## config.mk

```make
export PLATFORM = sky130hd
export DESIGN_NAME = bus_arbiter_flat
export DESIGN_NICKNAME = d
export VERILOG_FILES = /design/src/rtl/bus_arbiter_if.sv /design/src/rtl/bus_arbiter.sv /design/src/flat_wrapper.sv
export SDC_FILE = /design/constraint.sdc
export NUM_CORES = 1
export LEC_CHECK = 0
export CORE_MARGIN = 2
export CORE_UTILIZATION = 49
export DETAILED_ROUTE_END_ITERATION = 10
export PLACE_DENSITY_LB_ADDON = 0.1
export SYNTH_ARGS = -nofsm -noshare
export SYNTH_HDL_FRONTEND = slang
export SYNTH_SLANG_ARGS = --single-unit
```

## constraint.sdc

```tcl
create_clock -name clk -period 3.1 [get_ports clk]
set_input_delay 0.465 -clock clk [delete_from_list [all_inputs] [get_ports clk]]
set_output_delay 0.465 -clock clk [all_outputs]
set_load 0.02 [all_outputs]
```

## src/rtl/bus_arbiter_if.sv

```systemverilog
// Handshake bundle between the two bus masters, the three slaves and bus_arbiter.
// The master modport drives requests and slave readiness; the slave modport is the arbiter side.
interface bus_arbiter_if;
    logic       m1_req;
    logic [1:0] m1_slave_id;
    logic       m2_req;
    logic [1:0] m2_slave_id;
    logic       slave_ready_1;
    logic       slave_ready_2;
    logic       slave_ready_3;
    logic [1:0] bus_grant;
    logic [2:0] slave_grant;
    logic       m1_ack;
    logic       m2_ack;
    logic       bus_busy;
    logic       req_err;
    logic       timeout;

    modport master (
        output m1_req, m1_slave_id, m2_req, m2_slave_id,
               slave_ready_1, slave_ready_2, slave_ready_3,
        input  bus_grant, slave_grant, m1_ack, m2_ack, bus_busy, req_err, timeout
    );

    modport slave (
        input  m1_req, m1_slave_id, m2_req, m2_slave_id,
               slave_ready_1, slave_ready_2, slave_ready_3,
        output bus_grant, slave_grant, m1_ack, m2_ack, bus_busy, req_err, timeout
    );
endinterface

```

## src/rtl/bus_arbiter.sv

```systemverilog
// Two-master, three-slave round-robin bus arbiter with registered grant/ack outputs.
// Define BUS_ARB_TIMEOUT_EN to build the forced-release counter (TIMEOUT_CYCLES in CONNECT+OWN).
module bus_arbiter #(
    parameter int unsigned TIMEOUT_CYCLES = 256,
    parameter int unsigned CNT_W          = 9
) (
    input  logic          clk,
    input  logic          rst,
    bus_arbiter_if.slave  bus
);

    typedef enum logic [1:0] {IDLE, CONNECT, OWN, RELEASE} state_t;
    typedef enum logic {M1 = 1'b0, M2 = 1'b1} master_t;

    state_t     state;
    master_t    owner;
    master_t    last_master;
    logic [1:0] target;

    logic m1_valid;
    logic m2_valid;
    logic id_err;
    logic grant_m1;
    logic grant_m2;
    logic owner_req;
    logic target_ready;
    logic timeout_hit;

    if ((64'd1 << CNT_W) <= 64'(TIMEOUT_CYCLES)) begin : g_cnt_w_check
        $error("bus_arbiter: CNT_W too narrow for TIMEOUT_CYCLES");
    end

    always_comb begin
        m1_valid     = bus.m1_req && (bus.m1_slave_id != 2'b00);
        m2_valid     = bus.m2_req && (bus.m2_slave_id != 2'b00);
        id_err       = (bus.m1_req && (bus.m1_slave_id == 2'b00)) ||
                       (bus.m2_req && (bus.m2_slave_id == 2'b00));
        // On a tie the master that did not win last time gets the bus.
        grant_m1     = m1_valid && (!m2_valid || (last_master == M2));
        grant_m2     = m2_valid && !grant_m1;
        owner_req    = (owner == M1) ? bus.m1_req : bus.m2_req;
        target_ready = 1'b0;
        case (target)
            2'b01:   target_ready = bus.slave_ready_1;
            2'b10:   target_ready = bus.slave_ready_2;
            2'b11:   target_ready = bus.slave_ready_3;
            default: target_ready = 1'b0;
        endcase
    end

`ifdef BUS_ARB_TIMEOUT_EN
    logic [CNT_W-1:0] hold_cnt;

    always_ff @(posedge clk or posedge rst) begin
        if (rst) begin
            hold_cnt <= '0;
        end else if (state == IDLE) begin
            hold_cnt <= '0;
        end else if ((state == CONNECT) || (state == OWN)) begin
            hold_cnt <= hold_cnt + CNT_W'(1);
        end
    end

    assign timeout_hit = (hold_cnt == CNT_W'(TIMEOUT_CYCLES - 1));
`else
    assign timeout_hit = 1'b0;
`endif

    always_ff @(posedge clk or posedge rst) begin
        if (rst) begin
            state           <= IDLE;
            owner           <= M1;
            last_master     <= M2;
            target          <= 2'b00;
            bus.bus_grant   <= 2'b00;
            bus.slave_grant <= 3'b000;
            bus.m1_ack      <= 1'b0;
            bus.m2_ack      <= 1'b0;
            bus.bus_busy    <= 1'b0;
            bus.req_err     <= 1'b0;
            bus.timeout     <= 1'b0;
        end else begin
            bus.req_err <= 1'b0;
            bus.timeout <= 1'b0;
            case (state)
                IDLE: begin
                    bus.req_err <= id_err;
                    if (grant_m1) begin
                        state           <= CONNECT;
                        owner           <= M1;
                        last_master     <= M1;
                        target          <= bus.m1_slave_id;
                        bus.bus_grant   <= 2'b01;
                        bus.slave_grant <= {bus.m1_slave_id, 1'b1};
                        bus.bus_busy    <= 1'b1;
                    end else if (grant_m2) begin
                        state           <= CONNECT;
                        owner           <= M2;
                        last_master     <= M2;
                        target          <= bus.m2_slave_id;
                        bus.bus_grant   <= 2'b10;
                        bus.slave_grant <= {bus.m2_slave_id, 1'b1};
                        bus.bus_busy    <= 1'b1;
                    end
                end
                CONNECT, OWN: begin
                    // A voluntary release beats a timeout landing on the same cycle.
                    if (!owner_req || timeout_hit) begin
                        state           <= RELEASE;
                        bus.bus_grant   <= 2'b00;
                        bus.slave_grant <= 3'b000;
                        bus.m1_ack      <= 1'b0;
                        bus.m2_ack      <= 1'b0;
                        bus.timeout     <= owner_req;
                    end else if ((state == CONNECT) && target_ready) begin
                        state      <= OWN;
                        bus.m1_ack <= (owner == M1);
                        bus.m2_ack <= (owner == M2);
                    end
                end
                RELEASE: begin
                    state        <= IDLE;
                    bus.bus_busy <= 1'b0;
                end
                default: begin
                    state <= IDLE;
                end
            endcase
        end
    end

endmodule

```

## src/flat_wrapper.sv

```systemverilog
// flat-port wrapper written by rule: the top's interface ports become plain ports
module bus_arbiter_flat 
#(
    parameter int unsigned TIMEOUT_CYCLES = 256,
    parameter int unsigned CNT_W          = 9
)
  (clk, rst, bus_m1_req, bus_m1_slave_id, bus_m2_req, bus_m2_slave_id, bus_slave_ready_1, bus_slave_ready_2, bus_slave_ready_3, bus_bus_grant, bus_slave_grant, bus_m1_ack, bus_m2_ack, bus_bus_busy, bus_req_err, bus_timeout);
  bus_arbiter_if bus_i ();
  input  logic clk;
  input  logic rst;
  input wire logic [$bits(bus_i.m1_req)-1:0] bus_m1_req;
  input wire logic [$bits(bus_i.m1_slave_id)-1:0] bus_m1_slave_id;
  input wire logic [$bits(bus_i.m2_req)-1:0] bus_m2_req;
  input wire logic [$bits(bus_i.m2_slave_id)-1:0] bus_m2_slave_id;
  input wire logic [$bits(bus_i.slave_ready_1)-1:0] bus_slave_ready_1;
  input wire logic [$bits(bus_i.slave_ready_2)-1:0] bus_slave_ready_2;
  input wire logic [$bits(bus_i.slave_ready_3)-1:0] bus_slave_ready_3;
  output wire logic [$bits(bus_i.bus_grant)-1:0] bus_bus_grant;
  output wire logic [$bits(bus_i.slave_grant)-1:0] bus_slave_grant;
  output wire logic [$bits(bus_i.m1_ack)-1:0] bus_m1_ack;
  output wire logic [$bits(bus_i.m2_ack)-1:0] bus_m2_ack;
  output wire logic [$bits(bus_i.bus_busy)-1:0] bus_bus_busy;
  output wire logic [$bits(bus_i.req_err)-1:0] bus_req_err;
  output wire logic [$bits(bus_i.timeout)-1:0] bus_timeout;
  assign bus_i.m1_req = bus_m1_req;
  assign bus_i.m1_slave_id = bus_m1_slave_id;
  assign bus_i.m2_req = bus_m2_req;
  assign bus_i.m2_slave_id = bus_m2_slave_id;
  assign bus_i.slave_ready_1 = bus_slave_ready_1;
  assign bus_i.slave_ready_2 = bus_slave_ready_2;
  assign bus_i.slave_ready_3 = bus_slave_ready_3;
  assign bus_bus_grant = bus_i.bus_grant;
  assign bus_slave_grant = bus_i.slave_grant;
  assign bus_m1_ack = bus_i.m1_ack;
  assign bus_m2_ack = bus_i.m2_ack;
  assign bus_bus_busy = bus_i.bus_busy;
  assign bus_req_err = bus_i.req_err;
  assign bus_timeout = bus_i.timeout;
  bus_arbiter #(.TIMEOUT_CYCLES(TIMEOUT_CYCLES), .CNT_W(CNT_W)) u_core (.clk(clk), .rst(rst), .bus(bus_i));
endmodule
```

======== Yosys cells after proc, flatten, opt, wreduce, memory -nomap -nowiden ========
Index checks and enable logic that the tools add are counted.
word-level totals
  flip-flop bits (word level) ............. 15
  latch bits .............................. 0
  RAM bits ................................ 0
  memory bits (read-only) ................. 0
  output and inout bits ................... 10
  logic and storage cells ................. 72
  memories ................................ 0
cells by class
  add/sub/neg operators ................... 0
  $mul .................................... 0
  div/mod/pow operators ................... 0
  $lt $le $gt $ge ......................... 0
  equality and inequality tests ........... 10
  shift-type cells ........................ 0
  multiplexer cells ....................... 26
  bitwise gates (word level) .............. 1
  reductions and logical operators ........ 25
operators by type and width
  cell                count
  $mux 2              9
  $reduce_bool 2->1   5
  $mux 1              9
  $mux 3              3
  $eq 2x2->1 const B  4
  $reduce_and 2->1    4
  $logic_and 1x1->1   7
  $logic_not 2->1     3
  $pmux 2 s3          1
  $pmux 3 s2          1
  $eq 2x1->1 const B  2
  $ne 2x2->1 const B  2
  $pmux 2 s2          1
  $ne 3x1->1 const B  1
  $ne 3x3->1 const B  1
  $pmux 1 s3          1
  $reduce_and 3->1    1
  $logic_not 1->1     2
  $logic_or 1x1->1    2
  $pmux 1 s2          1
  $reduce_or 2->1     1
  $not 1->1           1

======== Logic depth before layout (Yosys ltp) ========
  depth after elaboration ................. 10
  gate-level depth with buffers ........... 6
  mapped depth without buffers ............ 6

======== Worst setup path before layout ========
Ideal clock, no wire load.
  path type ............................... input to register
  start point ............................. input port bus_slave_ready_3
  end point ............................... register u_core.state[1]
  setup time .............................. 0.128 ns
  arrival time ............................ 1.607 ns
  data required time ...................... 2.972 ns
  path slack .............................. 1.366 ns
  stages on the path ...................... 4
  path buffers ............................ 0
  cell sequence ........................... mux2_1 -> a311o_1 -> o21ai_2 -> mux2_1
between the ends
  longest elaborated chain between the ends .. 4
ends and longest elaborated chain
  what                               RTL line            source
  start: declaration                 flat_wrapper.sv:17  input wire logic [$bits(bus_i.slave_ready_3)-1:0] bus_slave_ready_3;
  $pmux 1 s3                         bus_arbiter.sv:43   case (target)
  $logic_and 1x1->1                  bus_arbiter.sv:115  end else if ((state == CONNECT) && target_ready) begin
  $ne 3x3->1 (no source line)        -
  $reduce_and 2->1 (no source line)  -
  end signal: assignment             bus_arbiter.sv:116  state <= OWN;
  end signal: assignment             bus_arbiter.sv:122  state <= IDLE;
  end signal: assignment             bus_arbiter.sv:126  state <= IDLE;
  end: declaration                   bus_arbiter.sv:15   state_t state;
No other way between the ends.
A chain may end at the register's enable or synchronous reset.

======== Worst setup path after layout ========
  start point ............................. input port bus_m1_slave_id[1]
  end point ............................... register u_core.target[1]
between the ends
  longest elaborated chain between the ends .. 7
  elaborated cells on any way between the ends .. 8
  those cells by class .................... mux: 1; reduce/logical: 7
ends and longest elaborated chain
  what                                RTL line            source
  start: declaration                  flat_wrapper.sv:12  input wire logic [$bits(bus_i.m1_slave_id)-1:0] bus_m1_slave_id;
  $reduce_bool 2->1                   bus_arbiter.sv:34   m1_valid = bus.m1_req && (bus.m1_slave_id != 2'b00);
  $logic_and 1x1->1                   bus_arbiter.sv:34
  $logic_and 1x1->1                   bus_arbiter.sv:39   grant_m1 = m1_valid && (!m2_valid || (last_master == M2));
  $logic_not 1->1                     bus_arbiter.sv:40   grant_m2 = m2_valid && !grant_m1;
  $logic_and 1x1->1                   bus_arbiter.sv:40
  $reduce_bool 2->1 (no source line)  -
  $reduce_and 2->1 (no source line)   -
  end signal: assignment              bus_arbiter.sv:92   target <= bus.m1_slave_id;
  end signal: assignment              bus_arbiter.sv:100  target <= bus.m2_slave_id;
  end: declaration                    bus_arbiter.sv:18   logic [1:0] target;
Several ways; a longest one is shown, not always the timed one.

==> summary.txt <==
Timing
  • Slew @ Worst Pin: 560 ps
  • Clock Skew: 9.17 ps
  • Setup Viol. Count Final: 0
  • Slew Viols, Final: 0
  • Hold Vio Cnt, Final: 0
  • Fmax: 528 MHz
  • Fin crit share: 61.1%
  • Fin Setup TNS: 0 ps
  • RSZ-0062 raised after global routing: no
  • Post-layout minimum cycle time: 1890 ps
  • Slew margin rel.: 62.6%

Synthesis
  • Distinct cells, synth: 28
  • Syn Nets: 85
  • Yosys Warn Count: 0
  • FFs w/ async S/R, synth: 100%
  • EDFF count, synth: 0
  • Synthesized area per cell: 11.0 sq um
  • Post-synthesis sequential area ratio: 48.8%
  • Seq cells post-synth: 15
  • Post-synth top flop: dfrtp_1
  • Yosys top cell by area: dfrtp_1
  • Syn Std Cell Area: 772 sq um
  • Synth Instances: 70
  • Synth top area cells: dfrtp_1 (45%), ha_1 (6.5%), mux2i_1 (6.5%), mux2_1 (4.4%), mux2_2 (4.4%)
  • Post-synth top area share: 45.4%

GRT
  • GRT Overall Usage: 18.8%
  • Vias in the first global route: 613
  • First-pass GRT wire length: 2630 microns
  • Total grt overflow: 0
  • Largest net degree at the start of global routing: 16
  • Initial antenna violation count: 0

Clock network
  • Root buf cell: clkbuf_4
  • CTS sink count: 15
  • Setup Fix Bufs, Post-CTS: 0
  • Cts hold-fix bufs: 0
  • CTS tree: done
  • CTS resizes: 0
  • Inserted Clock Buffers: 3
  • Clk_lat worst skew: 280 ps
  • Clock Pin Slew Worst Setup and Hold Paths: 90 ps
  • Clock tree buffer depth: 2
  • # H-tree levels: 1

Power
  • Combinational power share: 52.7%
  • Peak VDD IR: 0.541 mV
  • P_sw: 367 uW
  • Design Power: 940 uW
  • Pleak: 0.000464 uW
  • Seq pwr share: 35.7%
  • Power Density: 943 nW/um^2
  • Switching Share: 39.0%
  • Clock share of power: 11.6%
  • Pint: 573 uW

Critical path
  • Critical Path AT: 2060 ps
  • Worst Setup Path Type: input pin to register
  • Crit path depth: 5
  • Worst EP required: 3270 ps
  • FF-to-FF End: u_core.state[1]
  • Startpoint Class: input pin
  • Slowest-stage cell, CP: clkdlybuf4s50_1
  • R2R depth: 6
  • Critical path's most frequent cell: o21ai_0
  • WP buf/inv: 1
  • CP endpoint: u_core.target[1]
  • Worst reg2reg path startpoint: u_core.state[1]
  • Worst-path cell chain: clkdlybuf4s50_1 -> o21ai_0 -> o21bai_1 -> mux2i_1 -> o21ai_0
  • R2r setup slk: 1240 ps
  • CP delay by family, top: compound AO/OA/AOI/OAI gates
  • Max incr delay on CP: 440 ps
  • Element type at the critical path end: register
  • Critical path startpoint: bus_m1_slave_id[1]
  • Crit Path Max Fanout: 6

Place
  • GPL Wtd Cong: 0.775
  • DP HPWL: 1110 microns
  • Port Buf Inserts: 19

Floorplan
  • Die width: 43.7 microns
  • Die Y: 43.7 microns
  • Initial Utilization: 51.8%
  • Row count: 14
  • IO Count: 21
  • Core area: 1490 sq um
  • Die area: 1910 sq um

Final layout
  • Antenna cells: 0
  • Fraction of layout cells with a size suffix above 1: 8.79%
  • Nets: 107
  • P&R area growth vs syn: 29.2%
  • Final Util: 67.0%

Drt
  • Drt total wl: 1470 microns
  • DRC viols: 0
  • Wire per inst: 13.7 microns
  • DR vias: 585
  • DR iter-0 viols: 10
  • Pre-antenna DRT Iters: 4
  • Post-DRT Antenna Nets: 0
  • Vias/cell: 5.47

Job
  • Max cap viols: 0

Worst hold path
  • Hold Path Class: register to register

Status
  • Status: finished clean
metrics by stage:
| step | cell area (sq um) | hold slack (ps) | cells | setup slack, ps |
|---|---|---|---|---|
| finish | 997 | 483 | 107 | 1210 |
| global route | 997 | 506 | 107 | 1110 |
| CTS | 997 | 486 | 107 | 1210 |
| detailed placement | 971 | 466 | 103 | 903 |
| global placement | 971 | 460 | 103 | 947 |
| floorplan | 772 | 366 | 70 | 1370 |
metal layers:
metal  global-route usage (%)  routed length [microns]  vias up
met5                        0                        0        -
met4                     7.88                       21        0
met3                     5.42                       77        4
met2                     28.2                      675       17
met1                     25.5                      692      274
li1                         -                        -      290
logic make-up (layout without fill, tap and decap cells):
logic type / after synthesis / count (layout) / share of synthesized area [%]
other cells: 1 / 1 / 0.486
mux: 11 / 11 / 15.2
compound gates: 17 / 17 / 15.9
buf+inv: 6 / 27 / 3.40
simple gates: 16 / 16 / 9.72
flops: 15 / 15 / 48.8
fa+ha+maj: 4 / 4 / 6.48
layout make-up:
cell class / instances / area [sq um]
fill: 121 / 492
sequential: 15 / 377
clock buffer: 4 / 26.3
multi-input combinational: 49 / 369
timing repair buffer: 19 / 190
inverter: 4 / 15.0
tap: 16 / 20.0
layout by cell type (no fill, tap or decap), types with 2 or more instances in the layout:
| master | count |
|---|---|
| mux2i_1 | 5 |
| o21ai_0 | 3 |
| dfrtp_1 | 14 |
| clkbuf_4 | 3 |
| nor2b_1 | 2 |
| o2bb2ai_1 | 3 |
| a21oi_1 | 2 |
| ha_1 | 4 |
| nand2_1 | 5 |
| inv_1 | 4 |
| mux2_2 | 3 |
| mux2_1 | 3 |
| clkdlybuf4s50_1 | 19 |
| nor2_1 | 6 |
worst reg2reg max path: cells and delay by family, from the launching register on:
family	cells	cell delay, ps
flip-flops	1	410
AND/OR/NAND/NOR	1	180
multiplexers	1	340
buffers and inverters	1	80
AO/OA/AOI/OAI	2	530
adder cells (fa/ha/maj)	1	210
worst min path at each step:
| stage | startpoint | to | slack [ps] | depth (start not counted) |
|---|---|---|---|---|
| detailed placement | u_core.bus.slave_grant[0] | u_core.bus.slave_grant[0] | 470 | 1 |
| CTS | u_core.bus.slave_grant[0] | u_core.bus.slave_grant[0] | 490 | 1 |
| global placement | u_core.bus.slave_grant[0] | u_core.bus.slave_grant[0] | 460 | 1 |
| global route | u_core.bus.slave_grant[0] | u_core.bus.slave_grant[0] | 510 | 1 |
| finish | u_core.bus.slave_grant[0] | u_core.bus.slave_grant[0] | 480 | 1 |
| floorplan | rst | u_core.bus.bus_busy | 370 | 1 |
Yosys cell counts (all sizes together) (2+ instances only):
cell type  number
nand2           5
inv             4
dfrtp          14
nor2            6
o21ai           5
mux2i           5
o2bb2ai         3
a21oi           2
ha              4
mux2            6
nor2b           2
sequential cells by signal (all words and copies together) (netlist names):
signal	count
u_core.state	2
u_core.bus.slave_grant	3
u_core.bus.req_err	1
u_core.bus.bus_busy	1
u_core.bus.bus_grant	2
u_core.bus.m1_ack	1
u_core.target	2
u_core.last_master	1
u_core.owner	1
u_core.bus.m2_ack	1
power groups by stage:
stage | registers [uW] | clock network, uW | logic, uW
detailed placement | 340 | 0 | 493
CTS | 337 | 113 | 499
global placement | 336 | 0 | 490
floorplan | 381 | 0 | 291
finish | 335 | 109 | 495
global route | 346 | 123 | 550
(Power assumes the default switching activity.)
